===== config.mk =====
export PLATFORM = sky130hd
export DESIGN_NAME = pe_psum_emitter
export DESIGN_NICKNAME = d
export VERILOG_FILES = /design/src/rtl/pe_psum_emitter_pkg.sv /design/src/rtl/pe_psum_emitter_psum_fifo.sv /design/src/rtl/pe_psum_emitter.sv
export SDC_FILE = /design/constraint.sdc
export NUM_CORES = 2
export LEC_CHECK = 0
export CORE_MARGIN = 2
export CORE_UTILIZATION = 50
export CTS_CLUSTER_DIAMETER = 100
export DETAILED_ROUTE_END_ITERATION = 8
export GPL_TIMING_DRIVEN = 0
export PLACE_DENSITY = 0.68
export SLEW_MARGIN = 25
export SYNTH_ARGS = -nofsm -noshare
export SYNTH_HDL_FRONTEND = slang
export SYNTH_SLANG_ARGS = --single-unit

===== constraint.sdc =====
create_clock -name clk -period 13.7 [get_ports clk]
set_input_delay 2.74 -clock clk [delete_from_list [all_inputs] [get_ports clk]]
set_output_delay 2.74 -clock clk [all_outputs]
set_load 0.02 [all_outputs]

===== src/rtl/pe_psum_emitter_pkg.sv =====
// ============================================================================
// Module  : pe_psum_emitter_pkg
// Brief   : Shared widths and FSM state type for the PE psum emitter.
// Revision: 1.0  initial release
// ============================================================================
`default_nettype none

package pe_psum_emitter_pkg;

    // Default widths, matching the controller-wide parameter set
    localparam int PKG_W_SIZE     = 8;
    localparam int PKG_W_CHANNEL  = 6;
    localparam int PKG_TOUT       = 4;
    localparam int PKG_PSUM_DW    = 32;
    localparam int PKG_FIFO_DEPTH = 4;

    typedef enum logic [1:0] {
        ST_IDLE = 2'd0,
        ST_RUN  = 2'd1,
        ST_DONE = 2'd2
    } emit_state_e;

endpackage : pe_psum_emitter_pkg

`default_nettype wire


===== src/rtl/pe_psum_emitter_psum_fifo.sv =====
// ============================================================================
// Module  : pe_psum_emitter_psum_fifo
// Brief   : Synchronous show-ahead FIFO holding completed psum vectors.
// Revision: 1.0  initial release
// ============================================================================
`default_nettype none

module pe_psum_emitter_psum_fifo
    import pe_psum_emitter_pkg::*;
#(
    parameter int DW    = PKG_TOUT * PKG_PSUM_DW,
    parameter int DEPTH = PKG_FIFO_DEPTH
) (
    input  logic          clk,
    input  logic          rstn,
    input  logic          push_i,
    input  logic [DW-1:0] wdata_i,
    input  logic          pop_i,
    output logic [DW-1:0] rdata_o,
    output logic          full_o,
    output logic          empty_o
);

    localparam int AW = $clog2(DEPTH);

    logic [DW-1:0] mem_q [DEPTH];
    // One extra pointer bit distinguishes full from empty
    logic [AW:0]   wr_ptr_q;
    logic [AW:0]   rd_ptr_q;
    logic          do_push;
    logic          do_pop;

    assign empty_o = (wr_ptr_q == rd_ptr_q);
    assign full_o  = (wr_ptr_q[AW] != rd_ptr_q[AW]) &&
                     (wr_ptr_q[AW-1:0] == rd_ptr_q[AW-1:0]);
    assign do_push = push_i && !full_o;
    assign do_pop  = pop_i && !empty_o;
    assign rdata_o = mem_q[rd_ptr_q[AW-1:0]];

    always_ff @(posedge clk) begin
        if (do_push) begin
            mem_q[wr_ptr_q[AW-1:0]] <= wdata_i;
        end
    end

    always_ff @(posedge clk or negedge rstn) begin
        if (!rstn) begin
            wr_ptr_q <= '0;
            rd_ptr_q <= '0;
        end else begin
            if (do_push) begin
                wr_ptr_q <= wr_ptr_q + (AW+1)'(1);
            end
            if (do_pop) begin
                rd_ptr_q <= rd_ptr_q + (AW+1)'(1);
            end
        end
    end

endmodule : pe_psum_emitter_psum_fifo

`default_nettype wire


===== src/rtl/pe_psum_emitter.sv =====
// ============================================================================
// Module  : pe_psum_emitter
// Brief   : Buffers PE-array psum vectors and emits coordinate-tagged beats.
// Revision: 1.0  initial release
// ============================================================================
`default_nettype none

module pe_psum_emitter
    import pe_psum_emitter_pkg::*;
#(
    parameter int W_SIZE          = PKG_W_SIZE,
    parameter int W_CHANNEL       = PKG_W_CHANNEL,
    parameter int Tout            = PKG_TOUT,
    parameter int PSUM_DW         = PKG_PSUM_DW,
    parameter int PE_ACCO_FLAT_BW = Tout * PSUM_DW,
    parameter int FIFO_DEPTH      = PKG_FIFO_DEPTH
) (
    input  logic                       clk,
    input  logic                       rstn,
    input  logic                       start_i,
    input  logic [W_SIZE-1:0]          q_width,
    input  logic [W_SIZE-1:0]          q_height,
    input  logic [W_CHANNEL-1:0]       q_channel,
    input  logic [W_CHANNEL-1:0]       q_channel_out,
    input  logic                       acc_vld_i,
    input  logic [PE_ACCO_FLAT_BW-1:0] acc_data_i,
    output logic                       acc_rdy_o,
    input  logic                       pp_stall_i,
    output logic                       pe_vld_o,
    output logic [PE_ACCO_FLAT_BW-1:0] pe_data_o,
    output logic [W_SIZE-1:0]          pe_row_o,
    output logic [W_SIZE-1:0]          pe_col_o,
    output logic [W_CHANNEL-1:0]       pe_chn_o,
    output logic [W_CHANNEL-1:0]       pe_chn_out_o,
    output logic                       pe_is_last_chn,
    output logic                       busy_o,
    output logic                       done_o
);

    localparam int TOTAL_W = 2*W_SIZE + 2*W_CHANNEL;

    emit_state_e state_q, state_d;

    logic [W_SIZE-1:0]          width_q, height_q;
    logic [W_CHANNEL-1:0]       chn_num_q, cout_num_q;
    logic [TOTAL_W-1:0]         total_q, acc_cnt_q;
    logic [W_SIZE-1:0]          col_q, row_q;
    logic [W_CHANNEL-1:0]       chn_q, cout_q;

    logic                       pe_vld_q;
    logic [PE_ACCO_FLAT_BW-1:0] pe_data_q;
    logic [W_SIZE-1:0]          pe_row_q, pe_col_q;
    logic [W_CHANNEL-1:0]       pe_chn_q, pe_cout_q;
    logic                       pe_last_q;
    logic                       done_q;

    logic                       start_acc;
    logic                       dims_zero;
    logic                       push, pop;
    logic                       fifo_full, fifo_empty;
    logic [PE_ACCO_FLAT_BW-1:0] fifo_rdata;
    logic                       col_last, row_last, chn_last, cout_last;
    logic                       final_beat;
    logic [TOTAL_W-1:0]         total_in;

    assign start_acc = (state_q == ST_IDLE) && start_i;
    assign dims_zero = (q_width == '0) || (q_height == '0) ||
                       (q_channel == '0) || (q_channel_out == '0);
    assign total_in  = TOTAL_W'(q_width) * TOTAL_W'(q_height) *
                       TOTAL_W'(q_channel) * TOTAL_W'(q_channel_out);

    assign acc_rdy_o = (state_q == ST_RUN) && !fifo_full && (acc_cnt_q < total_q);
    assign push      = acc_vld_i && acc_rdy_o;
    assign pop       = (state_q == ST_RUN) && !fifo_empty && !pp_stall_i;

    assign col_last   = (col_q  == width_q    - W_SIZE'(1));
    assign row_last   = (row_q  == height_q   - W_SIZE'(1));
    assign chn_last   = (chn_q  == chn_num_q  - W_CHANNEL'(1));
    assign cout_last  = (cout_q == cout_num_q - W_CHANNEL'(1));
    assign final_beat = col_last && row_last && chn_last && cout_last;

    pe_psum_emitter_psum_fifo #(
        .DW    (PE_ACCO_FLAT_BW),
        .DEPTH (FIFO_DEPTH)
    ) u_psum_fifo (
        .clk     (clk),
        .rstn    (rstn),
        .push_i  (push),
        .wdata_i (acc_data_i),
        .pop_i   (pop),
        .rdata_o (fifo_rdata),
        .full_o  (fifo_full),
        .empty_o (fifo_empty)
    );

    always_comb begin
        state_d = state_q;
        case (state_q)
            ST_IDLE: begin
                if (start_i) begin
                    state_d = dims_zero ? ST_DONE : ST_RUN;
                end
            end
            ST_RUN: begin
                if (pop && final_beat) begin
                    state_d = ST_DONE;
                end
            end
            ST_DONE: state_d = ST_IDLE;
            default: state_d = ST_IDLE;
        endcase
    end

    always_ff @(posedge clk or negedge rstn) begin
        if (!rstn) begin
            state_q    <= ST_IDLE;
            width_q    <= '0;
            height_q   <= '0;
            chn_num_q  <= '0;
            cout_num_q <= '0;
            total_q    <= '0;
            acc_cnt_q  <= '0;
            done_q     <= 1'b0;
        end else begin
            state_q <= state_d;
            // done trails entry into DONE by one cycle, after the final beat
            done_q  <= (state_q == ST_DONE);
            if (start_acc) begin
                width_q    <= q_width;
                height_q   <= q_height;
                chn_num_q  <= q_channel;
                cout_num_q <= q_channel_out;
                total_q    <= total_in;
                acc_cnt_q  <= '0;
            end else if (push) begin
                acc_cnt_q <= acc_cnt_q + TOTAL_W'(1);
            end
        end
    end

    // Coordinate walk: col fastest, then row, then input chn, then output chn
    always_ff @(posedge clk or negedge rstn) begin
        if (!rstn) begin
            col_q  <= '0;
            row_q  <= '0;
            chn_q  <= '0;
            cout_q <= '0;
        end else if (start_acc) begin
            col_q  <= '0;
            row_q  <= '0;
            chn_q  <= '0;
            cout_q <= '0;
        end else if (pop) begin
            if (!col_last) begin
                col_q <= col_q + W_SIZE'(1);
            end else begin
                col_q <= '0;
                if (!row_last) begin
                    row_q <= row_q + W_SIZE'(1);
                end else begin
                    row_q <= '0;
                    if (!chn_last) begin
                        chn_q <= chn_q + W_CHANNEL'(1);
                    end else begin
                        chn_q  <= '0;
                        cout_q <= cout_q + W_CHANNEL'(1);
                    end
                end
            end
        end
    end

    always_ff @(posedge clk or negedge rstn) begin
        if (!rstn) begin
            pe_vld_q  <= 1'b0;
            pe_data_q <= '0;
            pe_row_q  <= '0;
            pe_col_q  <= '0;
            pe_chn_q  <= '0;
            pe_cout_q <= '0;
            pe_last_q <= 1'b0;
        end else begin
            pe_vld_q <= pop;
            if (pop) begin
                pe_data_q <= fifo_rdata;
                pe_row_q  <= row_q;
                pe_col_q  <= col_q;
                pe_chn_q  <= chn_q;
                pe_cout_q <= cout_q;
                pe_last_q <= chn_last;
            end
        end
    end

    assign pe_vld_o       = pe_vld_q;
    assign pe_data_o      = pe_data_q;
    assign pe_row_o       = pe_row_q;
    assign pe_col_o       = pe_col_q;
    assign pe_chn_o       = pe_chn_q;
    assign pe_chn_out_o   = pe_cout_q;
    assign pe_is_last_chn = pe_last_q;
    assign busy_o         = (state_q != ST_IDLE);
    assign done_o         = done_q;

endmodule : pe_psum_emitter

`default_nettype wire


==> qor.json <==
{
  "global_route": {
    "grt.met2_usage_pct": 40.77,
    "most_heavily_used_metal_layer_in_global_routing": "met2",
    "grt_pass1_vias": 26420,
    "antenna_found_initial": 19,
    "grt_first_pass_wirelength_mm": 150.2,
    "grt_use_met1_pct": 28.52,
    "grt.overflow.total": 0,
    "largest_net_degree_at_the_start_of_global_routing": 83,
    "gr-usage-all-layers_pct": 23.76,
    "grt.met3_usage_pct": 7.492
  },
  "final_layout": {
    "syn2layout_area_growth_pct": 19.38,
    "fin_util_pct": 60.35,
    "layout.nets": 3743,
    "final_layout_size_suffix_gt1_share_pct": 15.87
  },
  "sta": {
    "pin_slew_with_the_least_headroom_to_its_limit_ns": 0.9783,
    "setup_repair_after_global_routing_missed_its_margin": "true",
    "max_freq_mhz": 75.35,
    "fin_skew_ns": 0.01887,
    "final_hold_violations": 0,
    "slew_headroom_pct": 34.78,
    "number_of_failing_setup_endpoints_in_the_final_timing_report": 0,
    "period_share_pct": 96.87,
    "post-route-min-period_ns": 13.27,
    "report.final.slew_viol_count": 0
  },
  "setup_path": {
    "crit_path_frequent_cell": "sky130_fd_sc_hd__fa_1",
    "cp_max_fo": 10,
    "worst_setup_path_end_kind": "flip-flop",
    "crit_type": "in2reg",
    "sort_of_element_at_the_start_of_the_critical_path": "input pin",
    "r2r.worst_path.cells": 10,
    "timing.critical_path.required_ns": 14.18,
    "cp_slowest_stage_delay_ns": 0.56,
    "crit_path_top_delay_cell": "sky130_fd_sc_hd__fa_1",
    "timing.critical_path.from": "q_height[5]",
    "rr_endpoint": "u_psum_fifo.mem_q[1][84]",
    "cp_data_arrival_time_ns": 13.75,
    "worst_flop_to_flop_path_startpoint": "acc_cnt_q[23]",
    "critical_path.endpoint": "total_q[27]",
    "r2r_setup_slack_ns": 10.01
  },
  "detailed_routing": {
    "dr.pass1.iters": 5,
    "drt_iter0_markers": 1534,
    "detail_route.drc_violations": 0,
    "vias": 24398,
    "avgRoutedWirePerCell_um": 21.99,
    "detail_route.vias_per_cell": 5.567,
    "wl_mm": 96.39,
    "final_antenna_net_count": 0
  },
  "floorplanning": {
    "core-area_um2": 79130,
    "floorplan.initialDensity_pct": 50.56,
    "die_width_um": 286.9,
    "dieArea_um2": 82290,
    "top_level_ports": 322,
    "std_cell_rows": 103,
    "die_height_um": 286.9
  },
  "min_path": {
    "hold_path_class": "reg2reg"
  },
  "run_status": {
    "outcome": "completed"
  },
  "synth": {
    "synth.largest_area_cell": "sky130_fd_sc_hd__edfxtp_1",
    "post_synthesis_area_per_instance_um2": 14.04,
    "synth_seq_area_share_pct": 55.88,
    "yosys_warnings": 0,
    "synth-edff-count": 512,
    "ys_ff_latch": 791,
    "yosysTopAreaCellShare_pct": 38.43,
    "synthesized_nets": 3327,
    "synth-async-reset-ratio_pct": 35.27,
    "synth_top_area_cells": "sky130_fd_sc_hd__edfxtp_1 38%, sky130_fd_sc_hd__dfrtp_1 17%, sky130_fd_sc_hd__fa_1 8.7%",
    "yosys.cell_types.count": 65,
    "ys_dominant_reg_cell": "sky130_fd_sc_hd__edfxtp_1",
    "syn_inst": 2849,
    "mappedNetlistArea_um2": 40000
  },
  "clock_tree": {
    "cts_root_buf": "sky130_fd_sc_hd__clkbuf_16",
    "num_clock_sinks": 791,
    "cts.reportedPaths.clkPinSlew_ns": 0.06,
    "max-clock-path-buffers": 3,
    "cts_made_buffers": 75,
    "clk-insertion-delay-late_ns": 0.62,
    "hold_buffers": 0,
    "cts_max_level": 3,
    "tritoncts_clock_tree": "built"
  },
  "placed_design": {
    "place.detailed.hpwl_mm": 69.39,
    "placement.io_buffers": 311,
    "place.gp.congestion": 0.8547
  },
  "job": {
    "max_cap_viol_count": 0
  }
}
-- cells by family (layout without fill, tap and decap cells) --
logic type	after synthesis	after routing	share of synthesized area, %
adder cells (fa/ha/maj)	317	317	13.18
AO/OA/AOI/OAI	280	280	4.432
AND/OR/NAND/NOR	707	707	8.995
flip-flops	791	791	55.88
multiplexers	300	300	12.01
buffers and inverters	360	837	3.444
XOR/XNOR	94	94	2.058
other	0	7	0
-- flip-flops by register name, summed over array words and instances, names as in the netlist, 2 cells and up --
name	flops
acc_cnt_q	28
chn_num_q	6
chn_q	6
col_q	8
cout_num_q	6
cout_q	6
height_q	8
pe_chn_o	6
pe_chn_out_o	6
pe_col_o	8
pe_data_o	128
pe_row_o	8
row_q	8
state_q	2
total_q	28
u_psum_fifo.mem_q	512
u_psum_fifo.rd_ptr_q	3
u_psum_fifo.wr_ptr_q	3
width_q	8
-- placed cells by master, fill, tap and decap left out, drive strengths merged, types with 6 or more instances in the layout --
cell and n:
mux2i 13, clkbuf 166, a21oi 63, clkdlybuf4s50 304, nor2b 14, nor2 57, nor3 23, o31ai 16
fa 174, or4 18, a31oi 11, mux2 159, edfxtp 512, diode 7, a21o 22, xnor2 52
clkinv 21, nor4 13, and3 31, bufinv 6, or2 8, xor2 42, inv 252, o211ai 14
nand2b 36, buf 85, nand2 273, dfrtp 279, and2 164, a211oi 9, o21a 6, nand3 35
mux4 128, nand4 19, ha 143, or3 7, o21ai 91
-- worst max-delay path: cells and delay by family --
kind / cells / cell delay, ns
AOI/OAI and AO/OA: 16 / 3.34
and+or+nand+nor: 4 / 0.87
xor gates and xnor gates: 2 / 0.32
buffers and inverters: 8 / 0.56
adders and majority gates: 13 / 5.96
-- synth_stat cells, types with 29 or more instances --
library cell / number
sky130_fd_sc_hd__ha_1: 143
sky130_fd_sc_hd__fa_1: 174
sky130_fd_sc_hd__xnor2_1: 52
sky130_fd_sc_hd__mux4_2: 128
sky130_fd_sc_hd__xor2_1: 42
sky130_fd_sc_hd__nand2_1: 273
sky130_fd_sc_hd__edfxtp_1: 512
sky130_fd_sc_hd__and2_1: 163
sky130_fd_sc_hd__a21oi_1: 63
sky130_fd_sc_hd__o21ai_0: 90
sky130_fd_sc_hd__nand2b_1: 36
sky130_fd_sc_hd__and3_1: 29
sky130_fd_sc_hd__mux2_2: 159
sky130_fd_sc_hd__clkbuf_1: 69
sky130_fd_sc_hd__nor2_1: 57
sky130_fd_sc_hd__dfrtp_1: 279
sky130_fd_sc_hd__inv_1: 248
sky130_fd_sc_hd__nand3_1: 34
-- layout make-up --
type,count,area (µm²)
flip-flops and latches,791,22360
inverters,248,930.9
well taps,1050,1314
clock buffers,104,2128
clock inverters,34,350.3
multi-input cells,1698,16570
plain buffers,111,491.7
repair buffers,340,3595
diodes,7,17.52
fillers,6099,31370
-- through the flow --
step           hold slack, ns  worst slack (ns)  instances  instance area, µm²  setup TNS (ns)
2_1_floorplan          0.4398           0.09563       2849               40000               0
3_3_place_gp           0.4693            -3.810       4210               44430        -1056.59
3_5_place_dp           0.4706            -2.071       4228               44870          -15.84
4_1_cts                0.4847           0.02862       4372               47560               0
5_1_grt                0.5032          -0.04799       4381               47750        -0.08670
6_report               0.4815            0.4283       4383               47760               0
-- how the worst min path moves through the flow --
stage	slack [ns]	depth (start not counted)	end	from
final	0.48	2	total_q[8]	total_q[8]
after global routing	0.50	1	u_psum_fifo.wr_ptr_q[2]	u_psum_fifo.wr_ptr_q[2]
after CTS	0.48	2	total_q[8]	total_q[8]
after detailed placement	0.47	2	total_q[8]	total_q[8]
after global placement	0.47	2	total_q[8]	total_q[8]
after floorplan	0.44	2	total_q[0]	total_q[0]
-- routing by layer --
metal | part of all wire, % | up-vias
met5 | 0.16 | -
met2 | 51 | 637
li1 | - | 11020
met4 | 2.9 | 24
met1 | 39 | 12537
met3 | 7.8 | 180
-- repair_timing --
| action | CTS | global route |
|---|---|---|
| pin swaps | 6 | 22 |
| buffers inserted | 6 | 5 |
| setup endpoints to repair | 12 | 7 |
| gates resized for setup | 68 | 51 |
Power is not shown: default switching activity piles up to over one toggle a cycle in this logic, so the estimate is an artifact.
